$ cat src/rtl/mem_arbiter_if.sv
// ============================================================================
// Module      : mem_arbiter_if
// Description : Valid/ready memory bus bundle between N masters, the arbiter
//               and the shared slave port.
// Revision    : 1.0 - initial release
// ============================================================================
`default_nettype none

interface mem_arbiter_if #(
    parameter int N_MASTERS = 2
);
    logic [N_MASTERS-1:0]    m_valid;
    logic [N_MASTERS-1:0]    m_ready;
    logic [32*N_MASTERS-1:0] m_addr;
    logic [32*N_MASTERS-1:0] m_wdata;
    logic [4*N_MASTERS-1:0]  m_wstrb;
    logic [31:0]             m_rdata;
    logic                    s_valid;
    logic                    s_ready;
    logic [31:0]             s_addr;
    logic [31:0]             s_wdata;
    logic [3:0]              s_wstrb;
    logic [31:0]             s_rdata;
    logic [1:0]              grant;
    logic                    busy;

    // Arbiter side
    modport slave (
        input  m_valid, m_addr, m_wdata, m_wstrb, s_ready, s_rdata,
        output m_ready, m_rdata, s_valid, s_addr, s_wdata, s_wstrb, grant, busy
    );

    // Environment side: requesting masters plus the memory slave
    modport master (
        output m_valid, m_addr, m_wdata, m_wstrb, s_ready, s_rdata,
        input  m_ready, m_rdata, s_valid, s_addr, s_wdata, s_wstrb, grant, busy
    );
endinterface

`default_nettype wire

$ cat src/rtl/mem_arbiter.sv
// ============================================================================
// Module      : mem_arbiter
// Description : Round-robin arbiter sharing one valid/ready memory slave port
//               between N_MASTERS masters, one outstanding transaction.
//               Optional slave timeout enabled by macro MEM_ARB_TIMEOUT_EN.
// Revision    : 1.0 - initial release
// ============================================================================
`default_nettype none

module mem_arbiter #(
    parameter int N_MASTERS      = 2,
    parameter int TIMEOUT_CYCLES = 255
) (
    input  wire logic          clk,
    input  wire logic          rst,
    mem_arbiter_if.slave       bus
`ifdef MEM_ARB_TIMEOUT_EN
    ,
    output      logic          timeout_err
`endif
);

    if (N_MASTERS < 2 || N_MASTERS > 4) begin : g_bad_n_masters
        $error("mem_arbiter: N_MASTERS must be in 2..4");
    end
    if (TIMEOUT_CYCLES < 1 || TIMEOUT_CYCLES > 65535) begin : g_bad_timeout
        $error("mem_arbiter: TIMEOUT_CYCLES must be in 1..65535");
    end

    typedef enum logic [0:0] {
        ST_IDLE = 1'b0,
        ST_BUSY = 1'b1
    } state_t;

    state_t      r_state, w_next;
    logic [1:0]  r_grant, r_last;
    logic [1:0]  w_winner, w_grant_next, w_last_next;
    logic        w_found;
    logic        w_sel_valid;
    logic [31:0] w_addr, w_wdata;
    logic [3:0]  w_wstrb;
    logic        w_timeout;

    // Granted master's request fields; unlatched, masters hold them stable.
    always_comb begin
        w_sel_valid = 1'b0;
        w_addr      = '0;
        w_wdata     = '0;
        w_wstrb     = '0;
        for (int i = 0; i < N_MASTERS; i++) begin
            if (r_grant == 2'(i)) begin
                w_sel_valid = bus.m_valid[i];
                w_addr      = bus.m_addr[32*i +: 32];
                w_wdata     = bus.m_wdata[32*i +: 32];
                w_wstrb     = bus.m_wstrb[4*i +: 4];
            end
        end
    end

    // Search starts one past the last winner and wraps; first requester wins.
    always_comb begin
        w_found  = 1'b0;
        w_winner = r_last;
        for (int k = 1; k <= N_MASTERS; k++) begin
            for (int i = 0; i < N_MASTERS; i++) begin
                if (!w_found && bus.m_valid[i] && (((int'(r_last) + k) % N_MASTERS) == i)) begin
                    w_found  = 1'b1;
                    w_winner = 2'(i);
                end
            end
        end
    end

`ifdef MEM_ARB_TIMEOUT_EN
    logic [15:0] r_cnt;
    logic        r_timeout_err;

    assign w_timeout   = (r_state == ST_BUSY) && w_sel_valid && !bus.s_ready &&
                         (r_cnt == 16'(TIMEOUT_CYCLES - 1));
    assign timeout_err = r_timeout_err;

    always_ff @(posedge clk) begin
        if (rst) begin
            r_cnt         <= '0;
            r_timeout_err <= 1'b0;
        end else begin
            if (r_state == ST_IDLE)
                r_cnt <= '0;
            else if (!bus.s_ready)
                r_cnt <= r_cnt + 16'd1;
            if (w_timeout)
                r_timeout_err <= 1'b1;
        end
    end
`else
    assign w_timeout = 1'b0;
`endif

    always_ff @(posedge clk) begin
        if (rst) begin
            r_state <= ST_IDLE;
            r_grant <= 2'd0;
            r_last  <= 2'(N_MASTERS - 1);
        end else begin
            r_state <= w_next;
            r_grant <= w_grant_next;
            r_last  <= w_last_next;
        end
    end

    always_comb begin
        w_next       = r_state;
        w_grant_next = r_grant;
        w_last_next  = r_last;
        bus.s_valid  = 1'b0;
        bus.m_ready  = '0;
        bus.m_rdata  = bus.s_rdata;
        case (r_state)
            ST_IDLE: begin
                if (w_found) begin
                    w_next       = ST_BUSY;
                    w_grant_next = w_winner;
                end
            end
            ST_BUSY: begin
                bus.s_valid = w_sel_valid && !w_timeout;
                if (bus.s_ready || w_timeout) begin
                    for (int i = 0; i < N_MASTERS; i++)
                        if (r_grant == 2'(i))
                            bus.m_ready[i] = 1'b1;
                    if (w_timeout)
                        bus.m_rdata = 32'hDEAD_BEEF;
                    w_last_next = r_grant;
                    w_next      = ST_IDLE;
                end else if (!w_sel_valid) begin
                    // Abandoned request: no completion, fairness pointer untouched.
                    w_next = ST_IDLE;
                end
            end
            default: w_next = ST_IDLE;
        endcase
    end

    assign bus.s_addr  = w_addr;
    assign bus.s_wdata = w_wdata;
    assign bus.s_wstrb = w_wstrb;
    assign bus.grant   = r_grant;
    assign bus.busy    = (r_state == ST_BUSY);

endmodule

`default_nettype wire

$ cat src/flat_wrapper.sv
// flat-port wrapper written by rule: the top's interface ports become plain ports
module mem_arbiter_flat 
#(
    parameter int N_MASTERS      = 2,
    parameter int TIMEOUT_CYCLES = 255
)
  (clk, rst, bus_m_valid, bus_m_addr, bus_m_wdata, bus_m_wstrb, bus_s_ready, bus_s_rdata, bus_m_ready, bus_m_rdata, bus_s_valid, bus_s_addr, bus_s_wdata, bus_s_wstrb, bus_grant, bus_busy);
  mem_arbiter_if #(.N_MASTERS(N_MASTERS)) bus_i ();
  input  wire logic clk;
  input  wire logic rst;
  input wire logic [$bits(bus_i.m_valid)-1:0] bus_m_valid;
  input wire logic [$bits(bus_i.m_addr)-1:0] bus_m_addr;
  input wire logic [$bits(bus_i.m_wdata)-1:0] bus_m_wdata;
  input wire logic [$bits(bus_i.m_wstrb)-1:0] bus_m_wstrb;
  input wire logic [$bits(bus_i.s_ready)-1:0] bus_s_ready;
  input wire logic [$bits(bus_i.s_rdata)-1:0] bus_s_rdata;
  output wire logic [$bits(bus_i.m_ready)-1:0] bus_m_ready;
  output wire logic [$bits(bus_i.m_rdata)-1:0] bus_m_rdata;
  output wire logic [$bits(bus_i.s_valid)-1:0] bus_s_valid;
  output wire logic [$bits(bus_i.s_addr)-1:0] bus_s_addr;
  output wire logic [$bits(bus_i.s_wdata)-1:0] bus_s_wdata;
  output wire logic [$bits(bus_i.s_wstrb)-1:0] bus_s_wstrb;
  output wire logic [$bits(bus_i.grant)-1:0] bus_grant;
  output wire logic [$bits(bus_i.busy)-1:0] bus_busy;
  assign bus_i.m_valid = bus_m_valid;
  assign bus_i.m_addr = bus_m_addr;
  assign bus_i.m_wdata = bus_m_wdata;
  assign bus_i.m_wstrb = bus_m_wstrb;
  assign bus_i.s_ready = bus_s_ready;
  assign bus_i.s_rdata = bus_s_rdata;
  assign bus_m_ready = bus_i.m_ready;
  assign bus_m_rdata = bus_i.m_rdata;
  assign bus_s_valid = bus_i.s_valid;
  assign bus_s_addr = bus_i.s_addr;
  assign bus_s_wdata = bus_i.s_wdata;
  assign bus_s_wstrb = bus_i.s_wstrb;
  assign bus_grant = bus_i.grant;
  assign bus_busy = bus_i.busy;
  mem_arbiter #(.N_MASTERS(N_MASTERS), .TIMEOUT_CYCLES(TIMEOUT_CYCLES)) u_core (.clk(clk), .rst(rst), .bus(bus_i));
endmodule
$ cat config.mk
export PLATFORM = sky130hd
export DESIGN_NAME = mem_arbiter_flat
export DESIGN_NICKNAME = d
export VERILOG_FILES = /design/src/rtl/mem_arbiter_if.sv /design/src/rtl/mem_arbiter.sv /design/src/flat_wrapper.sv
export SDC_FILE = /design/constraint.sdc
export NUM_CORES = 1
export LEC_CHECK = 0
export CORE_AREA = 2 2 108 110
export CTS_CLUSTER_SIZE = 10
export DETAILED_ROUTE_END_ITERATION = 7
export DIE_AREA = 0 0 110 112
export GPL_TIMING_DRIVEN = 0
export PLACE_DENSITY = 0.64
export SLEW_MARGIN = 20
export SYNTH_ARGS = -nofsm -noshare
export SYNTH_HDL_FRONTEND = slang
export SYNTH_SLANG_ARGS = --single-unit
export TNS_END_PERCENT = 1
$ cat constraint.sdc
create_clock -name clk -period 1.44 [get_ports clk]
set_input_delay 0.288 -clock clk [delete_from_list [all_inputs] [get_ports clk]]
set_output_delay 0.288 -clock clk [all_outputs]
set_load 0.1 [all_outputs]
==> results_dict.tcl, run 1 <==
set metrics [dict create \
    yosysTopAreaCell "sky130_fd_sc_hd__mux2i_1" \
    r2r_cells 3 \
    io_buffers 246 \
    whs_endpoint "u_core.r_last[0]" \
    antennaDiodeCount 0 \
    synth-seq-area-share 0.05508 \
    worst_r2r_endpoint "u_core.bus.busy" \
    dp.final_hpwl_um 7199 \
    hold_viol 0 \
    worst_r2r_startpoint "u_core.bus.grant[0]" \
    share_clk_of_total_power 0.117 \
    netlist_area_um2 1454 \
    critical_path.endpoint_type "output port" \
    weighted_congestion_reported_at_the_end_of_routability_driven_placement 0.7737 \
    worst_ep_arrival_time_ns 1.43 \
    sequentialPowerShare 0.036 \
    status "complete, but fails checks" \
    violations "setup timing" \
    total_leakage_power_uw 0.001975 \
    finalWorstSetupSlack_ns -0.2800 \
    cts.htree.levels 1 \
    die_y_um 112 \
    drt-pass1-iter-count 4 \
    p_sw_uw 2185 \
    power_report.internal_total_uw 1546 \
    grt_util_all_layers 0.1287 \
    chipWidth_um 110 \
    cts_tree "built" \
    synth_largest_type_area_fraction 0.4750 \
    grt_first_pass_wirelength_um 12300 \
    worst_ir_drop_vdd_uv 346.3 \
    critPathKind "flip-flop to output port" \
    grt_start_max_net_pins 11 \
    postSynthRegisterBits 4 \
    max_cap_viol_count 0 \
    pwr-share-comb 0.847 \
    post_synthesis_cell_count 205 \
    drive_gt1_frac 0.3874 \
    worst_slew_slack_as_a_fraction_of_its_limit 0.6702 \
    finalInstanceArea_um2 4573 \
    required_ns 1.15 \
    leading_cell_type_in_the_layout_fill_and_taps_excluded "sky130_fd_sc_hd__clkdlybuf4s50_1" \
    final_nets 637 \
    routed_wire_length_um 8782 \
    route.detailed.vias_per_inst 3.902 \
    ios 279 \
    stdcell_count 605 \
    number_of_antenna_violations_at_the_first_check_in_global_routing 0 \
    yosysWarningCount 0 \
    clock-skew-final_ns 0.0007030 \
    cts_buffers 3 \
    cts_sinks 4 \
    post_detailed_route_count_of_antenna_violating_nets 0 \
    cts.root.buffer_cell "sky130_fd_sc_hd__clkbuf_16" \
    depth_of_the_worst_hold_timing_path 1 \
    remaining_drc_errors 0 \
    worst_hold_startpoint "u_core.r_last[0]" \
    synth.distinct_cells 18 \
    reg_to_reg_slack_setup_ns 0.28 \
    synth.area.top_cells "sky130_fd_sc_hd__mux2i_1, sky130_fd_sc_hd__buf_4, sky130_fd_sc_hd__nor2_1" \
    worstMarginPinSlew_ns 0.4981 \
    worst_skew_pair.late_latency_ns 0.23 \
    setup_repair_after_global_routing_missed_its_margin "yes" \
    timing.fmax_mhz 581.4 \
    globalRoute.totalOverflow 0 \
    wl_per_cell_um 14.52 \
    finalMaxSlewViolations 0 \
    clockBufferDepth 2 \
    dpl.cell_count 594 \
    hold_class "flip-flop to flip-flop" \
    period_share 1.194 \
    synth_fp_nets 378 \
    drt_first_iter_violations 51 \
    die_area_um2 12320 \
    vias_after_detailed_routing 2361 \
    dp_worst_setup_slack_ns -1.234 \
    cts_hold_buf 0 \
    core-area_um2 11170 \
    timing.critical_path.fanout_max 5 \
    sw_frac_of_total 0.5856 \
    vias_in_the_first_global_route 2359 \
    row_count 39 \
    initial_core_util 0.1301 \
    placedInstanceArea_um2 4113 \
    power_density_normalized_to_cell_area_nw_per_um2 815.8 \
    areaGrowthSynthToFinish_pct 214.5 \
    setup-violations-final 71 \
    clk_pin_slew_ns 0.03 \
    timing.final.crit_period_ns 1.720 \
    timing.critical_path.from_type "flip-flop" \
    mostFrequentLayoutCells "sky130_fd_sc_hd__clkdlybuf4s50_1, sky130_fd_sc_hd__buf_6, sky130_fd_sc_hd__nor2_1" \
    syn_avg_cell_area_um2 7.092 \
]
-- registers in the layout, summed over array words and instances, names as in the netlist --
register          flops
u_core.bus.busy       1
u_core.bus.grant      2
u_core.r_last         1
-- cell type report --
type | count | area (um^2)
Clock buffer | 3 | 75.07
Sequential cell | 4 | 83.83
Timing Repair Buffer | 254 | 2676
Buffer | 48 | 456.7
Tap cell | 143 | 178.9
Fill cell | 1147 | 6601
Inverter | 1 | 3.754
Multi-Input combinational cell | 152 | 1099
-- power by group through the flow --
stage               registers [uW]  clock network [uW]  logic, uW
floorplan                      161                   0       2010
global placement               128                   0       2920
detailed placement             128                   0       2930
CTS                            131                 447       3090
global route                   135                 460       3260
finish                         133                 437       3160
-- worst max-delay path, stage by stage, from the launching register on --
cell and delay (ns):
sky130_fd_sc_hd__dfxtp_4 0.37, sky130_fd_sc_hd__buf_12 0.16, sky130_fd_sc_hd__buf_12 0.14, sky130_fd_sc_hd__mux2i_2 0.14, sky130_fd_sc_hd__nor2_1 0.14, sky130_fd_sc_hd__buf_6 0.25
-- stage by stage --
stage	TNS [ns]	power, uW	utilization	hold WS (ns)
2_1_floorplan	-118.35	2175	-	0.3571
3_3_place_gp	-92.60	3047	0.3680	0.4539
3_5_place_dp	-93.75	3061	0.3680	0.4539
4_1_cts	-17.71	3663	0.3909	0.4611
5_1_grt	-21.57	3854	0.4092	0.4850
6_report	-16.79	3731	0.4092	0.4620
-- timing repair --
item | 4_1_cts | 5_1_grt
setup buffers | 1 | 0
resized for setup | 617 | 20
endpoints found under the hold margin | 0 | 0
pin swaps | 2 | 4
endpoints found under the setup margin | 106 | 71
cloned | 2 | 5
-- cells by family after synthesis --
| kind of cell | count (synthesis) | synth area share |
|---|---|---|
| AO/OA/AOI/OAI | 4 | 0.01893 |
| AND/OR/NAND/NOR | 79 | 0.2220 |
| buffers and inverters | 49 | 0.2289 |
| multiplexers | 69 | 0.4750 |
| flip-flops | 4 | 0.05508 |
-- per-layer routing --
| metal | vias to the layer above | wire [um] | track usage | part of all wire |
|---|---|---|---|---|
| met3 | 6 | 926 | 0.03220 | 0.11 |
| li1 | 1170 | - | - | - |
| met4 | 0 | 82 | 0.02363 | 0.0093 |
| met1 | 1045 | 3088 | 0.1336 | 0.35 |
| met5 | - | 0 | 0 | 0 |
| met2 | 140 | 4684 | 0.2540 | 0.53 |
-- Yosys cell counts --
master / instances
sky130_fd_sc_hd__o32ai_1: 1
sky130_fd_sc_hd__and3_2: 1
sky130_fd_sc_hd__clkbuf_1: 5
sky130_fd_sc_hd__nand2_1: 2
sky130_fd_sc_hd__mux2i_1: 69
sky130_fd_sc_hd__nor2_1: 70
sky130_fd_sc_hd__nand3b_1: 1
sky130_fd_sc_hd__inv_1: 1
sky130_fd_sc_hd__dfxtp_1: 4
sky130_fd_sc_hd__a21oi_1: 1
sky130_fd_sc_hd__or4b_1: 1
sky130_fd_sc_hd__buf_4: 39
sky130_fd_sc_hd__nor3_1: 1
sky130_fd_sc_hd__buf_1: 2
sky130_fd_sc_hd__buf_2: 2
sky130_fd_sc_hd__a211o_1: 1
sky130_fd_sc_hd__o21ai_0: 1
sky130_fd_sc_hd__nor3b_1: 3
-- how the worst max path moves through the flow --
stage,from,end,slack (ns)
5_1_grt,u_core.bus.grant[0],bus_s_wdata[19],-0.35
3_3_place_gp,bus_m_valid[0],bus_s_valid,-1.20
6_report,u_core.bus.grant[0],bus_s_wdata[25],-0.28
4_1_cts,u_core.bus.grant[0],bus_s_wdata[25],-0.29
2_1_floorplan,u_core.bus.grant[0],bus_s_addr[10],-1.67
3_5_place_dp,u_core.bus.grant[0],bus_s_wdata[25],-1.23
No activity file was read; power rests on OpenSTA's default activity.
==> run 2, diff against run 1 <==
--- a/config.mk
+++ b/config.mk
@@ -11,7 +11,6 @@
 export DIE_AREA = 0 0 110 112
 export GPL_TIMING_DRIVEN = 0
 export PLACE_DENSITY = 0.64
-export SLEW_MARGIN = 20
 export SYNTH_ARGS = -nofsm -noshare
 export SYNTH_HDL_FRONTEND = slang
 export SYNTH_SLANG_ARGS = --single-unit
==> results of run 2 <==
No change in the layout: final DEF, timing and power equal those of run 1.
